[src/rtl/uart_rx_ctrl.sv]
// uart_rx_ctrl: UART receive-side bus controller.
// Captures bytes from a UART receiver via an rdy/done handshake into a
// receive FIFO and exposes DATA/STATUS/CTRL/COUNT registers on a simple
// sel/wr bus. Optional idle timeout flag is enabled with the macro
// UART_RX_CTRL_TIMEOUT_EN (default build: no timeout logic, tmo reads 0).
//
// Register map (addr):
//   0 DATA   read pops FIFO head (8'h00 when empty)
//   1 STATUS {3'b0, fsel, tmo, ovr, full, nempty}; write bit2/bit3 W1C
//   2 CTRL   {6'b0, irq_en, fsel}; write bit2=1 flushes FIFO
//   3 COUNT  FIFO occupancy, saturated to 8 bits

module uart_rx_ctrl #(
  parameter int unsigned FIFO_DEPTH     = 16,
  parameter int unsigned TIMEOUT_CYCLES = 4096
) (
  input  logic       clk,
  input  logic       rst,
  input  logic       sel,
  input  logic       wr,
  input  logic [1:0] addr,
  input  logic [7:0] wdata,
  output logic [7:0] rdata,
  input  logic       rx_rdy,
  input  logic [7:0] rx_data,
  output logic       rx_done,
  output logic       rx_fsel,
  output logic       irq
);

  localparam int unsigned AW = (FIFO_DEPTH > 1) ? $clog2(FIFO_DEPTH) : 1;
  localparam int unsigned CW = AW + 1;

  typedef enum logic [1:0] {
    IDLE     = 2'd0,
    ACK      = 2'd1,
    WAIT_CLR = 2'd2
  } state_t;

  state_t        state;
  logic [7:0]    mem [FIFO_DEPTH];
  logic [AW-1:0] wptr;
  logic [AW-1:0] rptr;
  logic [CW-1:0] count;
  logic          ovr;
  logic          fsel;
  logic          irq_en;
  logic          tmo;

  logic          nempty;
  logic          full;
  logic          rd_acc;
  logic          wr_acc;
  logic          pop;
  logic          flush;
  logic          push_req;
  logic          push_ok;
  logic          ovr_set;
  logic          ovr_clr;
  logic [8:0]    count_ext;

  // Bus decode and FIFO push/pop qualification
  always_comb begin
    nempty    = (count != '0);
    full      = (count == CW'(FIFO_DEPTH));
    rd_acc    = sel & ~wr;
    wr_acc    = sel & wr;
    pop       = rd_acc & (addr == 2'd0) & nempty;
    flush     = wr_acc & (addr == 2'd2) & wdata[2];
    push_req  = (state == IDLE) & rx_rdy;
    // A pop in the same cycle frees the slot, so a full FIFO still accepts
    push_ok   = push_req & ~flush & (~full | pop);
    ovr_set   = push_req & ~flush & full & ~pop;
    ovr_clr   = wr_acc & (addr == 2'd1) & wdata[2];
    count_ext = 9'(count);
  end

  // Capture handshake FSM; rx_done is high exactly while in ACK
  always_ff @(posedge clk or negedge rst) begin
    if (!rst) begin
      state   <= IDLE;
      rx_done <= 1'b0;
    end else begin
      rx_done <= 1'b0;
      case (state)
        IDLE: begin
          if (rx_rdy) begin
            state   <= ACK;
            rx_done <= 1'b1;
          end
        end
        ACK:      state <= WAIT_CLR;
        WAIT_CLR: if (!rx_rdy) state <= IDLE;
        default:  state <= IDLE;
      endcase
    end
  end

  // FIFO storage; contents need no reset since count gates visibility
  always_ff @(posedge clk) begin
    if (push_ok) mem[wptr] <= rx_data;
  end

  // FIFO pointers and occupancy; flush overrides any push or pop
  always_ff @(posedge clk or negedge rst) begin
    if (!rst) begin
      wptr  <= '0;
      rptr  <= '0;
      count <= '0;
    end else if (flush) begin
      wptr  <= '0;
      rptr  <= '0;
      count <= '0;
    end else begin
      if (push_ok) wptr <= wptr + AW'(1);
      if (pop)     rptr <= rptr + AW'(1);
      if (push_ok && !pop)      count <= count + CW'(1);
      else if (!push_ok && pop) count <= count - CW'(1);
    end
  end

  // Overrun sticky flag; set wins over write-1-to-clear
  always_ff @(posedge clk or negedge rst) begin
    if (!rst)         ovr <= 1'b0;
    else if (ovr_set) ovr <= 1'b1;
    else if (ovr_clr) ovr <= 1'b0;
  end

  // Control register
  always_ff @(posedge clk or negedge rst) begin
    if (!rst) begin
      fsel   <= 1'b0;
      irq_en <= 1'b0;
    end else if (wr_acc && (addr == 2'd2)) begin
      fsel   <= wdata[0];
      irq_en <= wdata[1];
    end
  end

`ifdef UART_RX_CTRL_TIMEOUT_EN
  localparam int unsigned TW = $clog2(TIMEOUT_CYCLES + 1);

  logic [TW-1:0] tmo_cnt;
  logic          tmo_clr;
  logic          tmo_inc;
  logic          tmo_set;
  logic          tmo_w1c;
  logic          unused_wdata;

  // Idle-timeout qualification: count only quiet cycles with data waiting
  always_comb begin
    tmo_clr = push_req | pop | flush | ~nempty;
    tmo_inc = ~tmo_clr & (tmo_cnt != TW'(TIMEOUT_CYCLES));
    tmo_set = tmo_inc & (tmo_cnt == TW'(TIMEOUT_CYCLES - 1));
    tmo_w1c = wr_acc & (addr == 2'd1) & wdata[3];
  end

  // Timeout counter saturates at TIMEOUT_CYCLES; tmo is sticky, set wins
  always_ff @(posedge clk or negedge rst) begin
    if (!rst) begin
      tmo_cnt <= '0;
      tmo     <= 1'b0;
    end else begin
      if (tmo_clr)      tmo_cnt <= '0;
      else if (tmo_inc) tmo_cnt <= tmo_cnt + TW'(1);
      if (tmo_set)      tmo <= 1'b1;
      else if (tmo_w1c) tmo <= 1'b0;
    end
  end

  assign unused_wdata = ^wdata[7:4];
`else
  logic unused_wdata;

  assign tmo          = 1'b0;
  assign unused_wdata = ^wdata[7:3];
`endif

  // Register read mux; combinational from addr and current state
  always_comb begin
    rdata = 8'h00;
    case (addr)
      2'd0: rdata = nempty ? mem[rptr] : 8'h00;
      2'd1: rdata = {3'b000, fsel, tmo, ovr, full, nempty};
      2'd2: rdata = {6'b000000, irq_en, fsel};
      2'd3: rdata = count_ext[8] ? 8'hFF : count_ext[7:0];
      default: rdata = 8'h00;
    endcase
  end

  // Outputs derived directly from registered state
  assign rx_fsel = fsel;
  assign irq     = irq_en & (nempty | ovr | tmo);

endmodule

[config.mk]
export PLATFORM = sky130hd
export DESIGN_NAME = uart_rx_ctrl
export DESIGN_NICKNAME = d
export VERILOG_FILES = /design/src/rtl/uart_rx_ctrl.sv
export SDC_FILE = /design/constraint.sdc
export NUM_CORES = 1
export LEC_CHECK = 0
export ABC_AREA = 1
export BUFFER_PORTS_ARGS = -buffer_cell sky130_fd_sc_hd__buf_2
export CORE_MARGIN = 4
export CORE_UTILIZATION = 60
export DETAILED_ROUTE_END_ITERATION = 16
export PLACE_DENSITY = 0.78
export SETUP_SLACK_MARGIN = 0.02
export SYNTH_ARGS = -nofsm -noshare
export SYNTH_HDL_FRONTEND = slang
export SYNTH_SLANG_ARGS = --single-unit
[constraint.sdc]
create_clock -name clk -period 2.7 [get_ports clk]
set_input_delay 0.27 -clock clk [delete_from_list [all_inputs] [get_ports clk]]
set_output_delay 0.27 -clock clk [all_outputs]
set_load 0.05 [all_outputs]
==> results of run 1 <==
## cell usage in the layout, fill, tap and decap left out, types with 3 or more instances in the layout
master	count
sky130_fd_sc_hd__a21oi_1	18
sky130_fd_sc_hd__inv_1	34
sky130_fd_sc_hd__clkinv_1	3
sky130_fd_sc_hd__clkinv_4	4
sky130_fd_sc_hd__buf_2	28
sky130_fd_sc_hd__nand3_1	57
sky130_fd_sc_hd__clkbuf_16	16
sky130_fd_sc_hd__ha_1	9
sky130_fd_sc_hd__edfxtp_1	128
sky130_fd_sc_hd__nor2_4	5
sky130_fd_sc_hd__o211ai_1	8
sky130_fd_sc_hd__inv_2	4
sky130_fd_sc_hd__o21ai_0	44
sky130_fd_sc_hd__nand2_2	9
sky130_fd_sc_hd__o21ai_1	3
sky130_fd_sc_hd__buf_4	24
sky130_fd_sc_hd__dfrtp_1	18
sky130_fd_sc_hd__inv_6	5
sky130_fd_sc_hd__nor2_1	79
sky130_fd_sc_hd__nor2_2	3
sky130_fd_sc_hd__nand2_1	143
## Yosys cell counts
master / number / area share, %
sky130_fd_sc_hd__a21oi_1: 18 / 1.4
sky130_fd_sc_hd__a221oi_1: 2 / 0.27
sky130_fd_sc_hd__buf_1: 1 / 0.057
sky130_fd_sc_hd__buf_2: 17 / 1.3
sky130_fd_sc_hd__buf_4: 4 / 0.46
sky130_fd_sc_hd__clkbuf_1: 2 / 0.11
sky130_fd_sc_hd__clkbuf_2: 1 / 0.076
sky130_fd_sc_hd__clkinv_1: 2 / 0.11
sky130_fd_sc_hd__dfrtp_1: 19 / 7.3
sky130_fd_sc_hd__edfxtp_1: 128 / 59
sky130_fd_sc_hd__fa_1: 1 / 0.31
sky130_fd_sc_hd__ha_1: 9 / 1.7
sky130_fd_sc_hd__inv_1: 34 / 1.9
sky130_fd_sc_hd__inv_2: 5 / 0.29
sky130_fd_sc_hd__mux2_2: 1 / 0.17
sky130_fd_sc_hd__nand2_1: 143 / 8.2
sky130_fd_sc_hd__nand2_2: 9 / 0.86
sky130_fd_sc_hd__nand2_4: 1 / 0.17
sky130_fd_sc_hd__nand3_1: 57 / 4.4
sky130_fd_sc_hd__nand3_2: 2 / 0.31
sky130_fd_sc_hd__nand3_4: 2 / 0.53
sky130_fd_sc_hd__nor2_1: 79 / 4.5
sky130_fd_sc_hd__nor2_2: 3 / 0.29
sky130_fd_sc_hd__nor2_4: 5 / 0.86
sky130_fd_sc_hd__nor2_8: 1 / 0.31
sky130_fd_sc_hd__nor3_1: 1 / 0.076
sky130_fd_sc_hd__o211ai_1: 8 / 0.92
sky130_fd_sc_hd__o21a_1: 2 / 0.23
sky130_fd_sc_hd__o21ai_0: 44 / 3.4
sky130_fd_sc_hd__o21ai_1: 3 / 0.23
sky130_fd_sc_hd__o21ai_2: 1 / 0.13
sky130_fd_sc_hd__o22ai_1: 1 / 0.096
sky130_fd_sc_hd__xnor2_1: 2 / 0.27
sky130_fd_sc_hd__xor2_1: 1 / 0.13
## registers in the layout, summed over array words and instances (netlist names)
| register | cells |
|---|---|
| rptr | 4 |
| rx_done | 1 |
| count | 5 |
| state | 2 |
| rx_fsel | 1 |
| wptr | 4 |
| irq_en | 1 |
| ovr | 1 |
| mem | 128 |
## power breakdown
| group | internal (W) | total (W) | switching, W |
|---|---|---|---|
| Clock | 0.00115 | 0.00211 | 0.000956 |
| Sequential | 0.00270 | 0.00286 | 0.000164 |
| Combinational | 0.000897 | 0.00282 | 0.00192 |
| Total | 0.00475 | 0.00779 | 0.00304 |
## kinds of logic (layout without fill, tap and decap cells)
family / Yosys count / after routing / share of synthesized area (%)
and+or+nand+nor: 303 / 303 / 20.5
DFF: 147 / 147 / 66.0
AOI/OAI and AO/OA: 79 / 79 / 6.61
buffers and inverters: 66 / 129 / 4.36
adders and majority gates: 10 / 10 / 2.03
xor gates and xnor gates: 3 / 3 / 0.401
muxes: 1 / 1 / 0.172
## metal layers
layer | track usage (%) | routed length (µm) | vias up
met4 | 10.6 | 450 | 0
met1 | 30.6 | 5800 | 2253
met2 | 39.5 | 7230 | 183
li1 | - | - | 2179
met5 | 0 | 0 | -
met3 | 4.64 | 994 | 36
## worst paths after layout
| kind | from | to | cells past startpoint |
|---|---|---|---|
| min in group asynchronous | rst | rx_fsel | 2 |
| worst max-delay path | rptr[0] | rdata[6] | 8 |
| worst max register to register | count[0] | count[4] | 13 |
| worst min register to register | state[1] | state[1] | 1 |
| max in group asynchronous | rst | rptr[0] | 2 |
| worst min-delay path | wdata[0] | rx_fsel | 3 |
## stage by stage
step,hold WS (ns),worst slack (ns)
floorplan,-0.0256,0.589
global placement,0.231,0.603
detailed placement,0.232,0.550
CTS,0.00827,0.0834
global route,0.0254,0.0543
finish,0.0166,0.191
## timing repair
action | CTS | global route
hold buffers | 2 | 0
gates resized for setup | 0 | 6
endpoints found under the hold margin | 20 | 0
setup endpoints to repair | 0 | 6
## final cells by class
cell class / count / area [µm²] / share of cell area (%)
multi-input combinational: 396 / 1940 / 25.9
sequential: 147 / 4320 / 57.5
clock buffer: 17 / 414 / 5.52
timing repair buffer: 56 / 380 / 5.07
clock inverter: 15 / 123 / 1.63
tap: 136 / 170 / 2.27
inverter: 41 / 156 / 2.08
## tightest hold or removal path, delay by kind of cell
kind                   cells  cell delay, ns
buffers and inverters      1            0.07
AOI/OAI and AO/OA          1            0.11
and+or+nand+nor            1            0.03
==> results by group, run 1 <==
Drt
  • Wire length after detailed routing: ~14 mm
  • DRT Pass-1 Iters: 5
  • Vias per std cell: around 5.8
  • 1st-iter DRT viols: 434
  • Via Count: 4651
  • DRC: 0
  • Post-detailed-route count of antenna-violating nets: 0
  • Routed wire length per instance: between 15 and 20 µm

Setup path
  • Worst path top cell family by delay: buffers and inverters
  • Startpoint types: flop
  • Data required time at the worst endpoint: 2.43 ns
  • CP max-delay cell: sky130_fd_sc_hd__dfrtp_2
  • Buffering stage count on the worst path with inverters included: 2
  • Class of the most critical setup path: flop to output pin
  • Type of destination of the critical path: output pin
  • Worst Path Max Fanout: 31
  • R2r setup slk: 0.50 ns
  • CP peak stage delay: ~0.40 ns
  • Arrival time of data at the critical path endpoint: 2.24 ns
  • Cells traversed along the worst timing path: buf_4 -> nor2_1 -> nor2_1 -> o21ai_0 -> nand3_1 -> nand3_1 -> a21oi_1 -> buf_2

Synthesis
  • Mapped Nets: between 600 and 700
  • Sequential fraction of the synthesis area: approximately 66%
  • Number of distinct standard cells referenced by the synthesized netlist: 34
  • Cells after Synth: around 610
  • Yosys warning total: 0
  • Area of the mapped netlist: roughly 6500 µm²
  • Avg Synthesized Cell Area: 10.8 µm²
  • Post-synthesis sequential element count: approximately 150

CTS
  • Clock tree from TritonCTS: yes
  • Number of buffers on the longest clock path: 2
  • Sink count of the clock tree: 147
  • Latest clock arrival within the worst-skew pair: roughly 0.51 ns
  • Clock buffer count from CTS: 17
  • Buffer type at the clock tree root: sky130_fd_sc_hd__clkbuf_8
  • H-tree levels: 4
  • Post-CTS setup repair buffer count: 0
  • Clock-pin slew reported for the worst setup and hold paths after clock tree synthesis: around 0.06 ns

GRT
  • Total overflow reported by the global router: 0
  • Number of antenna violations at the first check in global routing: 0
  • Global-route wire length before repair: 23.2 mm
  • Largest net degree at the start of global routing: between 50 and 60
  • Number of global-route vias before repair: around 4600
  • Global-route total usage across every layer: 23.8%

Placed design
  • Count of input and output buffers: 28
  • Gp weighted congestion: between 0.8 and 0.9
  • DPL Wire Length: around 9.4 mm
  • Cell Area, Placed: between 6000 and 7000 µm²
  • Cell count after placement: around 770

Layout
  • Layout area overhead: 14.7%
  • Final Instance Area: approximately 7500 µm²
  • Post-layout util: a little under three quarters
  • Net count reported at finish: 692
  • Number of inserted diodes: 0
  • Layout cell share with drive strength beyond 1: roughly 17%
  • Number of fillers in the final layout: between 700 and 800
  • Count of placed standard cells in the final layout, fillers left out: 808

Floorplan
  • Area of the core region: around 10000 µm²
  • Overall die area: between 10000 and 15000 µm²
  • Die span in y: 112 µm
  • Row Count: 37
  • Number of primary I/O pins: 34
  • Chip Width: approximately 110 µm
  • Initial Utilization: a little over three fifths

Timing
  • Max-slew headroom: a little under three quarters
  • Max Clock Freq: between 300 and 400 MHz
  • Setup_tns: 0 ns
  • Endpoints failing setup: 0
  • Final setup skew: between 0.004 and 0.005 ns
  • RSZ-0062 raised after global routing: false
  • Slew of the pin with the lowest slew margin: 0.437 ns
  • Final Max Slew Viols: 0
  • Fin crit period: around 2.5 ns
  • Hold Vio Cnt, Final: 0
  • Ratio of final minimum period to clock period: 92.9%

Min path
  • Type of the worst min-delay path: input port to flop

Power
  • Leakage: roughly 3 nW
  • Peak VDD IR: between 0.6 and 0.7 mV
  • Tot Pwr: roughly 0.008 W
  • Cell Pwr Density: approximately 1000 nW/µm²

Run status
  • Status: complete, no violations

Flow run
  • Max-cap violations: 0
No activity file was read; power rests on OpenSTA's default activity.
==> inputs of run 2 (changes only) <==
clock period = 2.5 ns   (was 2.7 ns; I/O delays follow)
==> run 2 against run 1 <==
Final cell count up 0.74%. Die area unchanged. Utilization grew 2.6 points. Non-clock buffer count increased by 7. Total power grew 15%. Wire length is 8.0% higher.
==> results by group, run 2 (synthesis gave the netlist of run 1 again) <==
Placed design
  • DPL Wire Length: 9.53 mm (was 9.36 mm)
  • Count of input and output buffers: 28 (unchanged)
  • Cell Area, Placed: 6960 µm² (was 6940 µm²)
  • Gp weighted congestion: 0.823 (was 0.891)

Layout
  • Post-layout util: 74.4% (was 71.8%)
  • Layout area overhead: 18.9% (was 14.7%)
  • Register with the highest flop count: mem (unchanged)
  • Final Instance Area: 7780 µm² (was 7510 µm²)
  • Registers with the highest flip-flop counts: mem (128), count (5) (unchanged)
  • Net count reported at finish: 699 (was 692)
  • Max FFs per register: 128 (unchanged)
  • Commonest cells after routing, fill and taps aside: sky130_fd_sc_hd__nand2_1, sky130_fd_sc_hd__edfxtp_1, sky130_fd_sc_hd__nor2_1, sky130_fd_sc_hd__nand3_1, sky130_fd_sc_hd__o21ai_0 (unchanged)
  • Layout cell share with drive strength beyond 1: 19.3% (was 17.3%)
  • Most frequent standard cell in the layout excluding fill and tap cells: sky130_fd_sc_hd__nand2_1 (unchanged)
  • Number of inserted diodes: 0 (unchanged)

Setup path
  • Data required time at the worst endpoint: 2.25 ns (was 2.43 ns)
  • Worst Path Max Fanout: 18 (was 31)
  • Class of the most critical setup path: flop to output pin (unchanged)
  • Arrival time of data at the critical path endpoint: 2.21 ns (was 2.24 ns)
  • Type of destination of the critical path: output pin (unchanged)
  • Startpoint types: flop (unchanged)

Drt
  • DRT Pass-1 Iters: 7 (was 5)
  • Routed wire length per instance: 19.2 µm (was 17.9 µm)
  • DRC: 0 (unchanged)
  • Wire length after detailed routing: 15.6 mm (was 14.5 mm)
  • 1st-iter DRT viols: 430 (was 434)
  • Post-detailed-route count of antenna-violating nets: 0 (unchanged)
  • Vias per std cell: 5.87 (was 5.76)
  • Via Count: 4776 (was 4651)

GRT
  • Number of antenna violations at the first check in global routing: 0 (unchanged)
  • Met1 Use GR: 31.6% (was 30.6%)
  • Global-route wire length before repair: 23.8 mm (was 23.2 mm)
  • Total overflow reported by the global router: 0 (unchanged)
  • Layer with the highest usage: met2 (unchanged)
  • Met3 Resource Use GR: 5.44% (was 4.64%)
  • Global-route total usage across every layer: 24.6% (was 23.8%)
  • Number of global-route vias before repair: 4737 (was 4647)
  • Largest net degree at the start of global routing: 46 (was 51)
  • Met2 routing resource usage after global routing: 40.4% (was 39.5%)

Floorplan
  • Row Count: 37 (unchanged)
  • Overall die area: 12700 µm² (unchanged)
  • Die span in y: 112 µm (unchanged)
  • Number of primary I/O pins: 34 (unchanged)
  • Chip Width: 112 µm (unchanged)
  • Area of the core region: 10500 µm² (unchanged)
  • Initial Utilization: 62.6% (unchanged)

Timing
  • Hold Vio Cnt, Final: 0 (unchanged)
  • Fin crit period: 2.46 ns
  • Max Clock Freq: between 400 and 500 MHz
  • Final Max Slew Viols: 0 (unchanged)
  • Endpoints failing setup: 0 (unchanged)
  • Ratio of final minimum period to clock period: 98.3%
  • Final setup skew: 0.00710 ns (was 0.00434 ns)
  • RSZ-0062 raised after global routing: true (was false)
  • Max-slew headroom: 70.1% (was 70.9%)
  • Slew of the pin with the lowest slew margin: 0.448 ns (was 0.437 ns)

Power
  • Peak VDD IR: 0.673 mV (was 0.647 mV)
  • Leakage: 3.11 nW (was 3.02 nW)
  • Cell Pwr Density: 1150 nW/µm² (was 1040 nW/µm²)

Flow run
  • Max-cap violations: 0 (unchanged)

CTS
  • Buffer type at the clock tree root: sky130_fd_sc_hd__clkbuf_8 (unchanged)
  • Number of buffers on the longest clock path: 2 (unchanged)
  • H-tree levels: 4 (unchanged)
  • Latest clock arrival within the worst-skew pair: 0.52 ns (was 0.51 ns)
  • Clock buffer count from CTS: 17 (unchanged)
  • Clock-pin slew reported for the worst setup and hold paths after clock tree synthesis: 0.06 ns (about the same)
  • Clock tree from TritonCTS: yes (unchanged)
  • Sink count of the clock tree: 147 (unchanged)

Run status
  • Status: complete, no violations (unchanged)

Min path
  • Type of the worst min-delay path: input port to flop (unchanged)
run 2: layer usage:
| metal | vias to the layer above | routed length (µm) |
|---|---|---|
| li1 | 2185 | - |
| met1 | 2274 | 6050 |
| met2 | 270 | 7850 |
| met3 | 47 | 1330 |
| met4 | 0 | 409 |
| met5 | - | 0 |
run 2: power breakdown:
group          switching (W)  internal [W]
registers           0.000196       0.00292
logic                0.00225       0.00122
clock network       0.000958       0.00141
run 2: repair_timing:
item	in CTS	in global routing
pin swaps	0	3
buffers inserted	2	0
gates cloned	0	3
endpoints found under the setup margin	8	8
gates resized for setup	12	33
hold buffers	4	0
hold endpoints to repair	23	0
run 2: final cells by class:
type / instances / area, µm²
sequential: 147 / 4320
fill: 684 / 2680
multi-input combinational: 396 / 1990
timing repair buffer: 63 / 573
clock buffer: 17 / 414
inverter: 41 / 170
tap: 136 / 170
clock inverter: 14 / 139
run 2: path summary, 6_finish.rpt:
| path | slack, ns | startpoint | cells past startpoint | end |
|---|---|---|---|---|
| max in group asynchronous | 1.92 | rst | 2 | rptr[0] |
| min in group asynchronous | 0.22 | rst | 2 | rx_fsel |
| setup reg to reg | 0.33 | count[1] | 13 | count[4] |
| hold / removal | 0.12 | rx_data[7] | 1 | mem[11][7] |
| setup / recovery | 0.04 | rptr[0] | 7 | rdata[6] |
| hold reg to reg | 0.46 | state[1] | 1 | state[1] |
run 2: per-stage QoR:
step / total power [W] / TNS, ns / instances / setup WS (ns) / hold WS [ns]
6_report: 0.00896 / 0 / 814 / 0.0435 / 0.118
5_1_grt: 0.00942 / -0.104 / 814 / -0.0559 / 0.121
4_1_cts: 0.00859 / 0 / 811 / 0.0372 / 0.105
3_5_place_dp: 0.00615 / 0 / 774 / 0.378 / 0.215
3_3_place_gp: 0.00602 / 0 / 774 / 0.424 / 0.209
2_1_floorplan: 0.00529 / 0 / 609 / 0.409 / -0.0456
run 2: worst max-delay path, cell delays in order (launching register included):
cell and delay (ns):
sky130_fd_sc_hd__dfrtp_4 0.56, sky130_fd_sc_hd__inv_8 0.12, sky130_fd_sc_hd__buf_12 0.15, sky130_fd_sc_hd__o21ai_0 0.08, sky130_fd_sc_hd__o211ai_1 0.22, sky130_fd_sc_hd__nand3_1 0.15
sky130_fd_sc_hd__a21oi_2 0.21, sky130_fd_sc_hd__buf_6 0.19
==> inputs of run 3 (changes only) <==
CORE_UTILIZATION = 45   (was 60)
PLACE_DENSITY = unset   (was 0.78)
RECOVER_POWER = 50   (was unset)
TNS_END_PERCENT = 30   (was unset)
==> run 3 against run 2 <==
Sequential share of layout area increased by 1.1 points. First-iteration DRC count fell by 12%. Highest routed layer unchanged. Combinational power decreased by 11%. Via count fell by 7.6%. Final cell count rose by 4.4%. Count of clock-buffer cells in the layout grew 3. Wire length is 5.3% lower. Sequential cell count unchanged. Total power down 2.3%. Clock skew fell by 0.0015 ns. Non-clock buffer count is 8 lower.
==> results by group, run 3 (synthesis gave the netlist of run 1 again) <==
CTS
  • Number of buffers on the longest clock path: 2 (unchanged)
  • Clock buffer count from CTS: 17 (unchanged)
  • Clock tree from TritonCTS: yes (unchanged)
  • Clock-pin slew reported for the worst setup and hold paths after clock tree synthesis: 0.06 ns (about the same)
  • Sink count of the clock tree: 147 (unchanged)
  • H-tree levels: 4 (unchanged)
  • Buffer type at the clock tree root: sky130_fd_sc_hd__clkbuf_16 (was sky130_fd_sc_hd__clkbuf_8)
  • Latest clock arrival within the worst-skew pair: 0.42 ns (was 0.52 ns)

Setup path
  • Worst Path Max Fanout: 23 (was 18)
  • Class of the most critical setup path: flop to output pin (unchanged)
  • Type of destination of the critical path: output pin (unchanged)
  • Worst path top cell family by delay: buffers and inverters (was flip-flops)
  • CP max-delay cell: sky130_fd_sc_hd__dfrtp_2 (was sky130_fd_sc_hd__dfrtp_4)
  • Setup crit start: rptr[0] (unchanged)
  • Data required time at the worst endpoint: 2.25 ns (about the same)
  • Startpoint types: flop (unchanged)
  • Reg-to-Reg Start: state[1] (was count[1])
  • Arrival time of data at the critical path endpoint: 2.16 ns (was 2.21 ns)
  • CP peak stage delay: 0.43 ns (was 0.56 ns)
  • Cells traversed along the worst timing path: buf_4 -> nor2_1 -> nor2_1 -> o21ai_0 -> nand3_1 -> nand3_1 -> a21oi_1 -> clkbuf_4 (was inv_8 -> buf_12 -> o21ai_0 -> o211ai_1 -> nand3_1 -> a21oi_2 -> buf_6)
  • Buffering stage count on the worst path with inverters included: 2 (was 3)

Drt
  • Wire length after detailed routing: 14.8 mm (was 15.6 mm)
  • Vias per std cell: 5.19 (was 5.87)
  • 1st-iter DRT viols: 379 (was 430)
  • Post-detailed-route count of antenna-violating nets: 0 (unchanged)
  • DRC: 0 (unchanged)
  • Via Count: 4415 (was 4776)
  • Routed wire length per instance: 17.4 µm (was 19.2 µm)
  • DRT Pass-1 Iters: 5 (was 7)

Floorplan
  • Row Count: 43 (was 37)
  • Area of the core region: 14000 µm² (was 10500 µm²)
  • Number of primary I/O pins: 34 (unchanged)
  • Initial Utilization: 46.6% (was 62.6%)
  • Die span in y: 129 µm (was 112 µm)
  • Chip Width: 129 µm (was 112 µm)
  • Overall die area: 16500 µm² (was 12700 µm²)

Flow run
  • Max-cap violations: 0 (unchanged)

Layout
  • Multi-input gate area in the final layout: 1950 µm² (was 1990 µm²)
  • Layout area overhead: 16.5% (was 18.9%)
  • Registers with the highest flip-flop counts: mem (128), count (5) (unchanged)
  • Sequential standard cell area: 4320 µm² (about the same)
  • Number of inserted diodes: 0 (unchanged)
  • Layout cell share with drive strength beyond 1: 15.4% (was 19.3%)
  • Commonest cells after routing, fill and taps aside: sky130_fd_sc_hd__nand2_1, sky130_fd_sc_hd__edfxtp_1, sky130_fd_sc_hd__nor2_1, sky130_fd_sc_hd__nand3_1, sky130_fd_sc_hd__o21ai_0 (unchanged)
  • Number of fillers in the final layout: 1240 (was 684)
  • Max FFs per register: 128 (unchanged)
  • Most frequent standard cell in the layout excluding fill and tap cells: sky130_fd_sc_hd__nand2_1 (unchanged)
  • Net count reported at finish: 691 (was 699)
  • Post-layout util: 54.3% (was 74.4%)
  • Register with the highest flop count: mem (unchanged)
  • Final Instance Area: 7630 µm² (was 7780 µm²)

Min path
  • Type of the worst min-delay path: input port to flop (unchanged)
  • Min-delay src: wdata[1] (was rx_data[7])

Run status
  • Status: complete, no violations (unchanged)

Timing
  • Max-slew headroom: 28.8% (was 70.1%)
  • Fin crit period: 2.41 ns (was 2.46 ns)
  • Final Max Slew Viols: 0 (unchanged)
  • Slew of the pin with the lowest slew margin: 1.07 ns (was 0.448 ns)
  • Setup_tns: 0 ns (unchanged)
  • Final setup skew: 0.00558 ns (was 0.00710 ns)
  • Hold Vio Cnt, Final: 0 (unchanged)
  • Worst hold margin: 0.0624 ns (was 0.118 ns)
  • Endpoints failing setup: 0 (unchanged)
  • RSZ-0062 raised after global routing: true (unchanged)
  • Ratio of final minimum period to clock period: 96.6% (was 98.3%)
  • Max Clock Freq: 414 MHz (was 407 MHz)

GRT
  • Global-route wire length before repair: 23.7 mm (was 23.8 mm)
  • Number of antenna violations at the first check in global routing: 0 (unchanged)
  • Number of global-route vias before repair: 4370 (was 4737)
  • Global-route total usage across every layer: 19.2% (was 24.6%)
  • Largest net degree at the start of global routing: 38 (was 46)
  • Total overflow reported by the global router: 0 (unchanged)

Power
  • Peak VDD IR: 0.678 mV (was 0.673 mV)
  • Leakage: 3.02 nW (was 3.11 nW)
  • Cell Pwr Density: 1150 nW/µm² (about the same)

Placed design
  • Gp weighted congestion: 0.883 (was 0.823)
  • Count of input and output buffers: 28 (unchanged)
  • DPL Wire Length: 9.94 mm (was 9.53 mm)
  • Cell Area, Placed: 7000 µm² (was 6960 µm²)
[run 3: cell count changes in the layout (fill, tap and decap cells not counted), moves of 3 or more]
cell	before	now
sky130_fd_sc_hd__nor2_1	76	80
sky130_fd_sc_hd__clkbuf_1	0	12
sky130_fd_sc_hd__buf_2	20	12
sky130_fd_sc_hd__a21oi_2	4	0
sky130_fd_sc_hd__buf_6	8	1
sky130_fd_sc_hd__dlygate4sd3_1	4	1
sky130_fd_sc_hd__o21ai_1	7	3
sky130_fd_sc_hd__o21ai_0	40	44
sky130_fd_sc_hd__a21oi_1	14	18
sky130_fd_sc_hd__clkbuf_4	0	5
[run 3: repair_timing]
item	CTS	global route
hold endpoints to repair	19	0
buffers inserted	0	0
gates resized for setup	1	13
hold buffers	1	0
setup endpoints to repair	1	8
[run 3: cell type report]
cell class	instances	area share [%]
tap	180	2.95
inverter	41	2.10
timing repair buffer	55	4.99
multi-input combinational	396	25.5
sequential	147	56.6
clock inverter	11	2.10
clock buffer	20	5.72
[run 3: final timing paths]
kind / end / slack [ns] / depth (start not counted)
max in group asynchronous: rptr[0] / 1.24 / 2
worst max-delay path: rdata[6] / 0.09 / 8
worst max register to register: mem[8][4] / 0.33 / 8
worst min register to register: state[1] / 0.46 / 1
min in group asynchronous: count[3] / 0.55 / 2
worst min-delay path: irq_en / 0.06 / 2
[run 3: per-layer routing]
metal  up-vias  wire length [µm]  global-route usage (%)
li1       2177                 -                       -
met1      2108              6740                    26.3
met2       108              7050                    30.1
met3        22               755                    4.32
met4         0               257                    7.47
met5         -                 0                       0
[run 3: power by group]
group | leakage [nW] | switching, W | total [W] | internal [W]
sequential | 1.39 | 0.000164 | 0.00308 | 0.00292
clock | 0.293 | 0.000929 | 0.00258 | 0.00165
combinational | 1.34 | 0.00209 | 0.00308 | 0.000990
total | 3.02 | 0.00319 | 0.00875 | 0.00556
[run 3: through the flow]
step | setup WS, ns | instances | power, W
finish | 0.0860 | 850 | 0.00875
detailed placement | 0.351 | 818 | 0.00619
CTS | 0.0230 | 850 | 0.00879
floorplan | 0.409 | 609 | 0.00529
global route | -0.0182 | 850 | 0.00931
global placement | 0.403 | 818 | 0.00613
